## src/rtl/alu_share_arbiter.sv

```systemverilog
// Round-robin arbiter that time-shares one single-cycle ALU between two requesters,
// registering operands toward the ALU and returning the captured result over valid/ready.
module alu_share_arbiter #(
  parameter int WIDTH = 32,
  parameter int OP_W  = 4
) (
  input  logic             clk,
  input  logic             reset,

  input  logic             r0_valid_i,
  output logic             r0_ready_o,
  input  logic [OP_W-1:0]  r0_op_i,
  input  logic [WIDTH-1:0] r0_a_i,
  input  logic [WIDTH-1:0] r0_b_i,
  output logic             r0_rsp_valid_o,
  input  logic             r0_rsp_ready_i,
  output logic [WIDTH-1:0] r0_result_o,
  output logic             r0_zero_o,

  input  logic             r1_valid_i,
  output logic             r1_ready_o,
  input  logic [OP_W-1:0]  r1_op_i,
  input  logic [WIDTH-1:0] r1_a_i,
  input  logic [WIDTH-1:0] r1_b_i,
  output logic             r1_rsp_valid_o,
  input  logic             r1_rsp_ready_i,
  output logic [WIDTH-1:0] r1_result_o,
  output logic             r1_zero_o,

  output logic [OP_W-1:0]  ALU_Operation_o,
  output logic [WIDTH-1:0] A_o,
  output logic [WIDTH-1:0] B_o,
  input  logic [WIDTH-1:0] ALU_Result_i,
  input  logic             Zero_i
);

  // state | meaning
  // IDLE  | accepting requests, ready driven combinationally
  // EXEC  | ALU evaluating the registered operands
  // RESP  | response held for the owner until rsp_ready
  localparam logic [1:0] IDLE = 2'd0;
  localparam logic [1:0] EXEC = 2'd1;
  localparam logic [1:0] RESP = 2'd2;

  logic [1:0]       state;
  logic             last_grant;
  logic             owner;
  logic             grant;
  logic             accept;
  logic             owner_rsp_ready;
  logic [WIDTH-1:0] result_q;
  logic             zero_q;

  // On a tie the requester that did not win last time gets the ALU.
  always_comb begin
    grant = 1'b0;
    if (r0_valid_i && r1_valid_i) grant = ~last_grant;
    else if (r1_valid_i)          grant = 1'b1;
  end

  assign r0_ready_o      = (state == IDLE) && r0_valid_i && !grant;
  assign r1_ready_o      = (state == IDLE) && r1_valid_i &&  grant;
  assign accept          = r0_ready_o || r1_ready_o;
  assign owner_rsp_ready = owner ? r1_rsp_ready_i : r0_rsp_ready_i;

  assign r0_rsp_valid_o = (state == RESP) && !owner;
  assign r1_rsp_valid_o = (state == RESP) &&  owner;
  assign r0_result_o    = result_q;
  assign r1_result_o    = result_q;
  assign r0_zero_o      = zero_q;
  assign r1_zero_o      = zero_q;

  always_ff @(posedge clk or negedge reset) begin
    if (!reset) begin
      state           <= IDLE;
      last_grant      <= 1'b1;
      owner           <= 1'b0;
      ALU_Operation_o <= '0;
      A_o             <= '0;
      B_o             <= '0;
      result_q        <= '0;
      zero_q          <= 1'b0;
    end else begin
      case (state)
        IDLE: begin
          if (accept) begin
            ALU_Operation_o <= grant ? r1_op_i : r0_op_i;
            A_o             <= grant ? r1_a_i  : r0_a_i;
            B_o             <= grant ? r1_b_i  : r0_b_i;
            owner           <= grant;
            last_grant      <= grant;
            state           <= EXEC;
          end
        end
        EXEC: begin
          result_q <= ALU_Result_i;
          zero_q   <= Zero_i;
          state    <= RESP;
        end
        RESP: begin
          if (owner_rsp_ready) state <= IDLE;
        end
        default: state <= IDLE;
      endcase
    end
  end

endmodule

```

## config.mk

```make
export PLATFORM = sky130hd
export DESIGN_NAME = alu_share_arbiter
export DESIGN_NICKNAME = d
export VERILOG_FILES = /design/src/rtl/alu_share_arbiter.sv
export SDC_FILE = /design/constraint.sdc
export NUM_CORES = 1
export LEC_CHECK = 0
export ABC_AREA = 1
export BUFFER_PORTS_ARGS = -buffer_cell sky130_fd_sc_hd__buf_4
export CAP_MARGIN = 20
export CORE_AREA = 3 3 121 123
export DETAILED_ROUTE_END_ITERATION = 10
export DIE_AREA = 0 0 124 126
export GPL_TIMING_DRIVEN = 0
export PLACE_DENSITY = 0.74
export SETUP_SLACK_MARGIN = 0.2
export SLEW_MARGIN = 5
export SYNTH_ARGS = -nofsm -noshare
export SYNTH_HDL_FRONTEND = slang
export SYNTH_SLANG_ARGS = --single-unit
```

## constraint.sdc

```tcl
create_clock -name clk -period 1.8 [get_ports clk]
set_input_delay 0.09 -clock clk [delete_from_list [all_inputs] [get_ports clk]]
set_output_delay 0.09 -clock clk [all_outputs]
set_load 0.01 [all_outputs]
```

Yosys cells after proc, flatten, opt, wreduce, memory -nomap -nowiden
Index checks and enable logic that the tools add are counted.
Word-level totals
  bits in registers: 105
  output and inout port bits: 138
  logic and storage cells: 35
  input bits: 175
Operators by class
  reductions and logical operators: 13
  bitwise gates (word level): 1
  equal/unequal tests: 4
  muxes and demuxes: 9
Operator list (count)
  $mux W32: 2
  $logic_and A1 B1 Y1: 7
  $pmux W2 S3: 1
  $mux W2: 2
  $mux W4: 1
  $ne A2 B2 Y1 const B: 2
  $reduce_and A2 Y1: 2
  $mux W1: 3
  $eq A2 B1 Y1 const B: 1
  $eq A2 B2 Y1 const B: 1
  $logic_not A1 Y1: 2
  $logic_not A2 Y1: 1
  $logic_or A1 B1 Y1: 1
  $not A1 Y1: 1

Logic depth before layout (Yosys ltp)
  depth in word-level cells: 7
  depth in mapped cells: 8
  gate-level depth less buffers: 6

Worst setup path before layout
No wires, ideal clock.
  path type: reg2reg
  start point: register last_grant
  end point: register B_o[18]
  library setup time: 117 ps
  stages on the path, launching flop included: 8
  buffers on the path: 2
  data required time: 1683 ps
  arrival: 1264 ps
  period minus slack after synthesis: 1381 ps
  slack: 419 ps
  path through: dfstp_2 > nand2_1 > nand3_2 > nand2_2 > buf_4 > buf_6 > nand2_1 > nand2_1
Between the ends
  cells in the longest elaborated chain, start to end: 6
  elaborated cells between the ends (all ways): 8
  those cells by class: 2 x mux; 1 x bitwise; 5 x reduce/logical
RTL lines
  start: declaration: line 46  | logic last_grant;
  start signal: assignment: line 91  | last_grant <= grant;
  $not A1 Y1 *: line 57  | if (r0_valid_i && r1_valid_i) grant = ~last_grant;
  $mux W1 *: line 57
  $logic_not A1 Y1: line 61  | assign r0_ready_o = (state == IDLE) && r0_valid_i && !grant;
  $logic_and A1 B1 Y1: line 61
  $logic_or A1 B1 Y1: line 63  | assign accept = r0_ready_o || r1_ready_o;
  $reduce_and A2 Y1 (no source line)
  end signal: assignment: line 89  | B_o <= grant ? r1_b_i : r0_b_i;
  end: declaration: line 32  | output logic [WIDTH-1:0] B_o,
Every way passes the cells marked *; elsewhere a longest branch is shown, timed or not.
A chain may end at the register's enable or synchronous reset.

Final worst setup path
  start point: register last_grant
  end point: output port r1_ready_o
Between the ends
  cells in the longest elaborated chain, start to end: 3
RTL lines
  $not A1 Y1: line 57
  $mux W1: line 57
  $logic_and A1 B1 Y1: line 62  | assign r1_ready_o = (state == IDLE) && r1_valid_i && grant;
  end: declaration: line 21  | output logic r1_ready_o,
No other way between the ends.

==> flow_results.org <==
** Cells and area
- Final Cell Area :: between 8000 and 9000 um2
- After the last flow step, the layout net total stands at about 1,300.
- Layout overhead on the synthesized area :: 63.9%
- Fill cell instance count of the final layout :: ~1,200
- 0 antenna diodes ended up in the layout.
- For this run, the number of standard cells in the final layout without fillers is 1,273.
- In the final layout, the multi-input gates occupy around 2200 um2.
- Proportion of layout cells with a drive suffix above 1 :: a little under two fifths
- In the final layout, flip-flops and latches occupy between 2000 and 3000 um2.

** Synthesis
- Cell Area, Synth :: ~5300 um2
- Yosys warns :: 0
- Count of mapped cells out of synthesis :: between 700 and 800
- Largest cells by area after synthesis :: sky130_fd_sc_hd__dfrtp_1, sky130_fd_sc_hd__nand2_1, sky130_fd_sc_hd__nand3_1
- Yosys top cell area share :: between 40% and 50%
- Library cell with the highest instance count after synthesis :: sky130_fd_sc_hd__nand2_1
- Average cell area after synthesis :: approximately 7.4 um2
- Number of flops mapped to enable cells by yosys :: 0
- The number of nets handed over by synthesis was between 800 and 900.
- Number of flip-flops and latches in the synthesized netlist :: approximately 110
- Async set-or-reset flop fraction in the synthesized netlist :: 100%
- Seq/Total Area, Yosys :: roughly half
- Leading cell types by count after synthesis :: sky130_fd_sc_hd__nand2_1, sky130_fd_sc_hd__nand3_1, sky130_fd_sc_hd__dfrtp_1
- Ys flop type :: sky130_fd_sc_hd__dfrtp_1
- The biggest area contributor in the post-synthesis netlist is sky130_fd_sc_hd__dfrtp_1.
- In this run, distinct cell masters in the synthesized netlist total 16.

** Placement
- In this run the cell area measured after placement is approximately 8000 um2.
- Number of placed instances, taps included :: about 1,200
- Placer Congestion :: around 0.87
- The count of buffers added on input and output ports is slightly above 300.
- Placed wire-length estimate after detailed placement :: between 15,000 and 20,000 um

** GRT
- Antenna violations before repair :: 1
- Entering global routing, the biggest net connects around 110 pins.
- Global-route wire length before repair :: 30,600 um
- In the global route stage, overall resource usage came out at roughly a quarter.
- Grt total ovfl :: 0
- The number of global-route vias before repair was between 5,000 and 6,000.

** Clock network
- Buffer depth of the longest clock path :: 2
- TritonCTS built the clock tree.
- Sink count of the clock tree :: roughly 110
- In this run the number of H-tree levels came out at 3.
- The root buffer cell chosen for the clock tree is sky130_fd_sc_hd__clkbuf_16.
- Clock insertion delay at the later pin of the skew report :: between 0.3 and 0.4 ns
- After clock tree synthesis, the clock-pin slew on the worst setup and hold paths is approximately 0.070 ns.
- In this run, CTS created clock tree buffers numbering 9.

** Routing
- For this run, design rule violations remaining after detail routing come to 0.
- After detailed routing, the number of vias per cell comes to between 4 and 5.
- Routed Antenna Nets :: 0
- Average wire per cell in the routed design :: roughly 16 um
- 1st-pass router iterations :: 4
- For this block, the initial DRC count from the detailed router was around 370.
- Number of vias after detailed routing :: 6,082
- Summed over all layers, the routed wires come to 20,600 um.

** Power and ir drop
- Pwr dens :: 1620 nW/um2
- IR analysis of the VDD net gives a maximum drop of between 0.5 and 0.6 mV.
- The completed layout was analyzed and its total power is ~14 mW.
- The analysis attributes to cell leakage a power of 5.02 nW.

** STA
- Final hold vios :: 0
- Between clock sinks in the finished design, the worst skew comes to between 0.01 and 0.015 ns.
- Shortest clock period the worst path allows after layout :: about 1.6 ns
- Slew at the pin closest to its max-slew limit :: around 0.97 ns
- Slew HR :: 35.5%
- Final Slew Violations :: 0
- Max frequency :: 645 MHz
- Dividing the final minimum period by the clock period gives 86.2%.
- The tightest hold path in the finished design has a slack of 0.0139 ns.
- Setup_tns :: 0 ns
- Count of endpoints failing setup in the final report :: 0
- Setup repair after global routing could not meet its margin everywhere.

** Floorplanning
- Number of rows created at floorplan :: 43
- The die covers between 15,000 and 20,000 um2.
- Starting Density :: between 30% and 40%
- The core region is roughly 14,000 um2.
- The die is ~120 um wide.
- Total I/O pin count :: 313
- The die is between 100 and 150 um tall.

** Worst hold path
- Hold Path Stages :: 4
- Hold/Removal Path Class :: in2reg

** Flow run
- The tool flagged a number of max-cap violations equal to 0.

** Setup path
- R2R depth :: 7
- Along the worst path, the maximum fanout reaches 10.
- The worst setup path is captured at a primary output.
- CP Class :: reg2out
- For flop-to-flop paths, the worst setup slack is between 0.2 and 0.25 ns.
- Worst endpoint data arrival time :: ~1.5 ns
- Worst endpoint required time :: between 1.5 and 2 ns
- Setup crit start kind :: flop

** Run status
- Run status :: finished, final reports clean
[per-layer routing]
| layer | wire [um] | vias to the layer above | share of wire [%] | global-route usage (%) |
|---|---|---|---|---|
| li1 | - | 3002 | - | - |
| met2 | 10300 | 264 | 50 | 44.7 |
| met3 | 1920 | 37 | 9.3 | 7.05 |
| met5 | 9 | - | 0.044 | 0 |
| met4 | 447 | 2 | 2.2 | 7.67 |
| met1 | 7940 | 2777 | 39 | 29.8 |
[cell families (layout without fill, tap and decap cells)]
logic type	count (synthesis)	count (layout)	share of synthesized area, %
AND/OR/NAND/NOR	525	525	41.3
AO/OA/AOI/OAI	1	1	0.0937
buffers and inverters	90	462	9.38
flip-flops	105	105	49.3
[cell usage in the layout, fill, tap and decap left out]
cell type and n:
sky130_fd_sc_hd__nand3_1 170, sky130_fd_sc_hd__dfstp_2 1, sky130_fd_sc_hd__buf_6 4, sky130_fd_sc_hd__buf_2 16, sky130_fd_sc_hd__dlygate4sd3_1 33, sky130_fd_sc_hd__dfrtp_1 104, sky130_fd_sc_hd__buf_1 6, sky130_fd_sc_hd__nand2_1 346
sky130_fd_sc_hd__buf_8 1, sky130_fd_sc_hd__nor2_4 1, sky130_fd_sc_hd__clkbuf_1 21, sky130_fd_sc_hd__nand3_4 1, sky130_fd_sc_hd__nor2_1 2, sky130_fd_sc_hd__buf_4 358, sky130_fd_sc_hd__nand2_2 1, sky130_fd_sc_hd__nand2_8 1
sky130_fd_sc_hd__clkbuf_2 5, sky130_fd_sc_hd__nand2_4 2, sky130_fd_sc_hd__a21oi_2 1, sky130_fd_sc_hd__inv_1 3, sky130_fd_sc_hd__nor2_2 1, sky130_fd_sc_hd__bufinv_16 2, sky130_fd_sc_hd__clkbuf_16 11, sky130_fd_sc_hd__clkinv_2 2
[registers in the layout, indices dropped and copies added, names as in the netlist]
signal and flops:
owner 1, ALU_Operation_o 4, A_o 32, r0_zero_o 1, r0_result_o 32, state 2
B_o 32, last_grant 1
[worst paths after layout]
kind	startpoint	end
min in group asynchronous	reset	A_o[11]
max in group asynchronous	reset	r0_result_o[28]
max reg2reg	last_grant	B_o[19]
min reg2reg	r0_result_o[5]	r0_result_o[5]
max	last_grant	r1_ready_o
min	r1_rsp_ready_i	state[1]
[critical path: stages (launching register included)]
cell and delay [ns]:
sky130_fd_sc_hd__dfstp_2 0.59, sky130_fd_sc_hd__nand2_8 0.10, sky130_fd_sc_hd__nand3_4 0.11, sky130_fd_sc_hd__buf_8 0.14
sky130_fd_sc_hd__inv_1 0.04, sky130_fd_sc_hd__buf_4 0.14
[power breakdown]
group / internal (mW) / switching (mW)
Clock: 1.22 / 0.856
Combinational: 3.74 / 4.00
Sequential: 3.52 / 0.792
[stage by stage]
| step | util [%] | worst slack, ns |
|---|---|---|
| 2_1_floorplan | - | 0.419 |
| 6_report | 63.5 | 0.249 |
| 3_5_place_dp | 57.4 | -0.185 |
| 4_1_cts | 63.2 | 0.187 |
| 3_3_place_gp | 57.3 | -0.197 |
| 5_1_grt | 63.5 | 0.167 |
[cell type report]
type / instances / share of cell area, %
Timing Repair Buffer: 356 / 31.5
Sequential cell: 105 / 30.1
Multi-Input combinational cell: 526 / 25.7
Buffer: 86 / 6.41
Clock buffer: 13 / 2.75
Tap cell: 180 / 2.58
Clock inverter: 3 / 0.744
Inverter: 4 / 0.186
[what timing repair did]
action	4_1_cts	5_1_grt
setup buffers	9	3
resized for setup	24	11
endpoints found under the setup margin	74	46
pin swaps	4	1
endpoints found under the hold margin	136	0
gates cloned	0	0
hold buffers	33	0
Note: power is estimated with default switching activity, not from simulation.
